<file path="config.mk">
export PLATFORM = sky130hd
export DESIGN_NAME = pc_next_unit
export DESIGN_NICKNAME = d
export VERILOG_FILES = /design/src/rtl/pc_next_unit.sv
export SDC_FILE = /design/constraint.sdc
export NUM_CORES = 1
export LEC_CHECK = 0
export BUFFER_PORTS_ARGS = -buffer_cell sky130_fd_sc_hd__buf_2
export CAP_MARGIN = 30
export CORE_AREA = 2 2 113 115
export CTS_CLUSTER_DIAMETER = 200
export DETAILED_ROUTE_END_ITERATION = 10
export DIE_AREA = 0 0 115 117
export PLACE_DENSITY = 0.73
export SYNTH_ARGS = -nofsm -noshare
export SYNTH_HDL_FRONTEND = slang
export SYNTH_SLANG_ARGS = --single-unit
export TNS_END_PERCENT = 100
</file>
<file path="constraint.sdc">
create_clock -name clk -period 2.2 [get_ports clk]
set_input_delay 0.11 -clock clk [delete_from_list [all_inputs] [get_ports clk]]
set_output_delay 0.11 -clock clk [all_outputs]
set_load 0.005 [all_outputs]
</file>
<file path="src/rtl/pc_next_unit.sv">
// pc_next_unit: program counter / next-address stage.
//   Computes the branch target (br_pc4 + br_offset_sh), picks branch over jump,
//   and drives the instruction-fetch address under a valid/ready handshake.
//   Redirects that arrive while the fetch is stalled are parked in pend_target
//   and applied once fetch_ready returns. flush/align_err are registered
//   one-cycle pulses aligned with the first cycle of the redirected pc_out.
// Ports:
//   clk, rst_n                 clock, async active-low reset
//   br_offset_sh, br_pc4       branch offset (already <<2) and branch PC+4
//   br_taken                   branch resolved taken
//   jmp_valid, jmp_target      jump resolved, absolute target
//   fetch_ready                instruction memory accepts pc_out
//   pc_out, fetch_valid        fetch request
//   flush                      discard IF/ID contents
//   align_err                  applied redirect target had nonzero bits [1:0]
module pc_next_unit #(
    parameter logic [31:0] RESET_PC = 32'h0000_0000
) (
    input  logic        clk,
    input  logic        rst_n,
    input  logic [31:0] br_offset_sh,
    input  logic [31:0] br_pc4,
    input  logic        br_taken,
    input  logic        jmp_valid,
    input  logic [31:0] jmp_target,
    input  logic        fetch_ready,
    output logic [31:0] pc_out,
    output logic        fetch_valid,
    output logic        flush,
    output logic        align_err
);
    typedef enum logic [1:0] {BOOT, RUN, HOLD} state_t;

    state_t      state, state_n;
    logic [31:0] pend_target, pend_n, pc_n;
    logic        pend_mis, pend_mis_n;   // misalignment flag of the parked target
    logic        flush_n, align_n;

    logic [31:0] br_target, raw_target, target;
    logic        redirect, mis;

    // Single combinational path: adder -> priority mux -> pc mux -> pc_out reg.
    assign br_target  = br_pc4 + br_offset_sh;              // carry dropped
    assign raw_target = br_taken ? br_target : jmp_target;  // branch wins
    assign redirect   = br_taken | jmp_valid;
    assign target     = {raw_target[31:2], 2'b00};
    assign mis        = |raw_target[1:0];

    assign fetch_valid = (state != BOOT);

    always_comb begin
        state_n    = state;
        pc_n       = pc_out;
        pend_n     = pend_target;
        pend_mis_n = pend_mis;
        flush_n    = 1'b0;
        align_n    = 1'b0;
        case (state)
            BOOT: state_n = RUN;  // redirects ignored here
            RUN: begin
                if (redirect) begin
                    if (fetch_ready) begin
                        pc_n    = target;
                        flush_n = 1'b1;
                        align_n = mis;
                    end else begin
                        pend_n     = target;
                        pend_mis_n = mis;
                        state_n    = HOLD;
                    end
                end else if (fetch_ready) begin
                    pc_n = pc_out + 32'd4;
                end
            end
            HOLD: begin
                // Latest redirect replaces the parked one.
                if (redirect) begin
                    pend_n     = target;
                    pend_mis_n = mis;
                end
                if (fetch_ready) begin
                    pc_n    = redirect ? target : pend_target;
                    align_n = redirect ? mis : pend_mis;
                    flush_n = 1'b1;
                    state_n = RUN;
                end
            end
            default: state_n = BOOT;
        endcase
    end

    always_ff @(posedge clk or negedge rst_n) begin
        if (!rst_n) begin
            state       <= BOOT;
            pc_out      <= RESET_PC;
            pend_target <= 32'h0;
            pend_mis    <= 1'b0;
            flush       <= 1'b0;
            align_err   <= 1'b0;
        end else begin
            state       <= state_n;
            pc_out      <= pc_n;
            pend_target <= pend_n;
            pend_mis    <= pend_mis_n;
            flush       <= flush_n;
            align_err   <= align_n;
        end
    end
endmodule

</file>
==> impl_metrics.toml <==
[cts]
clk_latency_ns = 0.34
cts_buffers = 9
clock_tree.buffer_depth = 2
cts-root-buf = "sky130_fd_sc_hd__clkbuf_16"
clock_edge_transition_at_the_registers_on_the_reported_setup_and_hold_paths_ns = 0.06
cts_num_sinks = 69
tritoncts = "done"
cts-htree-levels = 3

[global_routing]
grt_usage_pct = 28.5
grt_start_max_net_pins = 36
grt_overflow = 0
via_count_of_the_first_global_routing_pass = 6055
grt_pass1_wl_um = 30100
grt_antenna_before_repair = 0

[outcome]
failed_checks = "setup timing"
status = "finished, violations left"

[route]
detailroute.via_count = 6564
drc = 0
routedWlPerCell_um = 16.7
detail_route.vias_per_cell = 5.83
drt_wl_total_um = 18800
first_pass_detailed_route_iteration_total = 5
drt.antenna.violating_nets = 0
initialDrtViolationCount = 604

[worst_hold_path]
min-delay-start = "jmp_target[5]"
holdPathStages = 3
hp_class = "input pin to flip-flop"

[timing]
final_hold_viol_count = 0
setup_repair_after_global_routing_missed_its_margin = "true"
finalWorstSetupSlack_ns = -0.129
setup_viol = 7
worst_slew_margin_rel_pct = 63.6
max_freq_mhz = 429
maxSlewViolCount = 0
timing.clock.skew_ns = 0.00558
period_minus_slack_ns = 2.33
slew_at_the_pin_closest_to_its_max_slew_limit_ns = 0.540
final_min_period_over_clock_period_pct = 106

[setup_path]
r2r.worst_path.cells = 9
critical_path.n_buffers_inverters = 1
crit_type = "input pin to flip-flop"
crit_arrival_ns = 2.53
timing.critical_path.slowest_cell_delay_ns = 0.38
worst_setup_start_kind = "input pin"
worstPathMaxFanout = 3
endpoint_kind = "flip-flop"
critical_path_depth = 11
cp-startpoint = "br_offset_sh[0]"
cell_breakdown_of_the_critical_path = "buf_6, ha_4, fa_2, a211o_1, a2111oi_4, o211ai_1, nand3_1, a31oi_4, a221oi_4, xor2_1, o2111ai_1"
cpLargestDelayFamily = "compound AO/OA/AOI/OAI gates"
cp_max_stage_cell = "sky130_fd_sc_hd__a2111oi_4"
wp_data_required_ns = 2.40
worst_r2r_src = "pc_out[7]"

[cells_and_area]
seq_area_um2 = 1730
total_area_of_multi_input_combinational_cells_um2 = 4130
nNetsFinal = 1108
flow.area_growth_from_synthesis_pct = 32.8
drive_gt1_share_pct = 30.1
final_core_utilization_pct = 64.4
n_antenna_cell = 0
fill_cells = 1110
layout.cells.non_filler = 1125

[floorplanning]
floorplan.die.height_um = 117
num_rows = 41
floorplan.core_area_um2 = 12300
fp.dieArea_um2 = 13500
start_util_pct = 48.5
floorplan.io_pins = 136
die_w_um = 115

[synthesis]
syn-instance-count = 768
synth_seq_cells = 69
yosysSeqAreaShare_pct = 28.9
dominantRegCellSynth = "sky130_fd_sc_hd__dfrtp_1"
syn-mean-instance-area_um2 = 7.77
syn_nets = 906
synth_enable_flop_cells = 0
fraction_of_registers_with_async_set_or_reset_after_synthesis_pct = 100
synthesis.yosys.warnings = 0
netlist-cell-type-count = 65
synthesis.area_um2 = 5970

[pwr]
vdd_drop_max_v = 0.000549
power_density_nw_per_um2 = 1030
cellLeakagePower_nw = 3.69

[placement]
globalplace.congestion = 0.925
io_buffers = 135
inst_count_dp = 1102
hpwl_um = 14500

[job]
cap_viol_max_count = 0
[worst reg2reg max path, cell delays in order (launching register included)]
cell	delay [ns]
sky130_fd_sc_hd__dfrtp_1	0.40
sky130_fd_sc_hd__and4_2	0.32
sky130_fd_sc_hd__nand4_1	0.25
sky130_fd_sc_hd__buf_4	0.26
sky130_fd_sc_hd__nor3_1	0.17
sky130_fd_sc_hd__xor2_1	0.09
sky130_fd_sc_hd__mux2i_1	0.12
sky130_fd_sc_hd__o21ai_0	0.09
sky130_fd_sc_hd__a22oi_1	0.15
sky130_fd_sc_hd__o21ai_0	0.10
[cells in the final DEF, fill, tap and decap left out, drive strengths merged, types with 4 or more instances in the layout]
cell and instances:
clkbuf 11, o21bai 6, and3 11, buf 238
nor2 59, ha 36, inv 20, mux2i 14
and4 4, nor4 4, a21oi 71, a21o 18
xnor2 29, o21a 7, o22ai 5, a31oi 18
nor3 18, mux2 8, o211ai 16, a211oi 4
nand4 19, nor2b 4, and2 5, nand3 20
dfrtp 69, o2111ai 5, nand2 108, or3 7
xor2 20, o21ai 78
[through the flow]
stage	setup TNS (ns)	area, µm²	hold slack, ns	setup WS [ns]	total power, W
2_1_floorplan	-0.354	5980	-0.186	-0.119	0.00471
3_3_place_gp	-7.41	7420	-0.0778	-0.398	0.00635
3_5_place_dp	-9.26	7420	-0.0778	-0.454	0.00644
4_1_cts	-0.107	7790	0.0493	-0.0553	0.00802
5_1_grt	-1.52	7930	0.0805	-0.194	0.00875
6_report	-0.336	7930	0.0562	-0.129	0.00814
[worst paths after layout]
path / endpoint / slack (ns)
setup / recovery: pc_out[28] / -0.13
setup reg to reg: pc_out[23] / 0.12
min in group asynchronous: pend_target[12] / 0.11
hold / removal: pend_target[5] / 0.06
hold reg to reg: pend_target[4] / 0.48
max in group asynchronous: pc_out[20] / 1.45
[cell families (layout without fill, tap and decap cells)]
group,count (synthesis),after routing,synth area share (%)
adders and majority gates,37,37,7.88
DFF,69,69,28.9
xor gates and xnor gates,49,49,7.19
AOI/OAI and AO/OA,256,256,27.0
buffers and inverters,68,275,4.40
muxes,22,22,3.86
and+or+nand+nor,267,267,20.7
[registers in the layout (all words and copies together), names as in the netlist]
signal and cells:
pc_out 32, flush 1, pend_target 32, pend_mis 1, align_err 1, state 2
[power breakdown]
group	switching, W	total, W	internal [W]
combinational	0.00236	0.00426	0.00190
clock	0.000545	0.00153	0.000987
sequential	0.000480	0.00235	0.00187
total	0.00338	0.00814	0.00476
[cells in the mapped netlist (all sizes together) (2+ instances only)]
library cell	instances	area [µm²]
a2111oi	2	42.5
a211o	2	17.5
a211oi	4	40.0
a21o	18	135
a21oi	71	355
a221o	2	20.0
a221oi	2	23.8
a22oi	3	22.5
a31oi	18	119
a32oi	3	26.3
and2	5	31.3
and3	11	68.8
and4	4	35.0
buf	9	40.0
clkbuf	39	148
dfrtp	69	1730
ha	36	450
inv	20	75.1
mux2	8	90.1
mux2i	14	140
nand2	108	405
nand2b	3	18.8
nand3	20	100
nand4	19	125
nor2	59	221
nor2b	4	25.0
nor3	18	95.1
nor4	4	25.0
o2111ai	5	43.8
o211ai	16	120
o21a	7	52.6
o21ai	78	394
o21bai	6	45.0
o22ai	5	31.3
o31ai	2	15.0
o41ai	3	26.3
or3	7	43.8
xnor2	29	254
xor2	20	175
[final cells by class]
class / count / area share, %
clock inverter: 5 / 0.947
tap: 150 / 2.37
inverter: 20 / 0.947
sequential: 69 / 21.8
clock buffer: 11 / 2.94
timing repair buffer: 239 / 18.9
multi-input combinational: 631 / 52.1
[layer usage]
| metal | part of all wire [%] | up-vias | GRT usage, % | wire [µm] |
|---|---|---|---|---|
| met2 | 46 | 288 | 46.4 | 8750 |
| li1 | - | 3199 | - | - |
| met5 | 0 | - | 0 | 0 |
| met4 | 1.5 | 0 | 7.87 | 291 |
| met3 | 7.1 | 27 | 3.81 | 1330 |
| met1 | 45 | 3050 | 40.0 | 8470 |
[timing repair]
item | in CTS | in global routing
buffers inserted | 2 | 4
hold buffers | 1 | 0
gates cloned | 0 | 0
endpoints found under the setup margin | 5 | 29
endpoints found under the hold margin | 69 | 0
resized for setup | 7 | 22
pin swaps | 7 | 13
No activity file was read; power rests on OpenSTA's default activity.
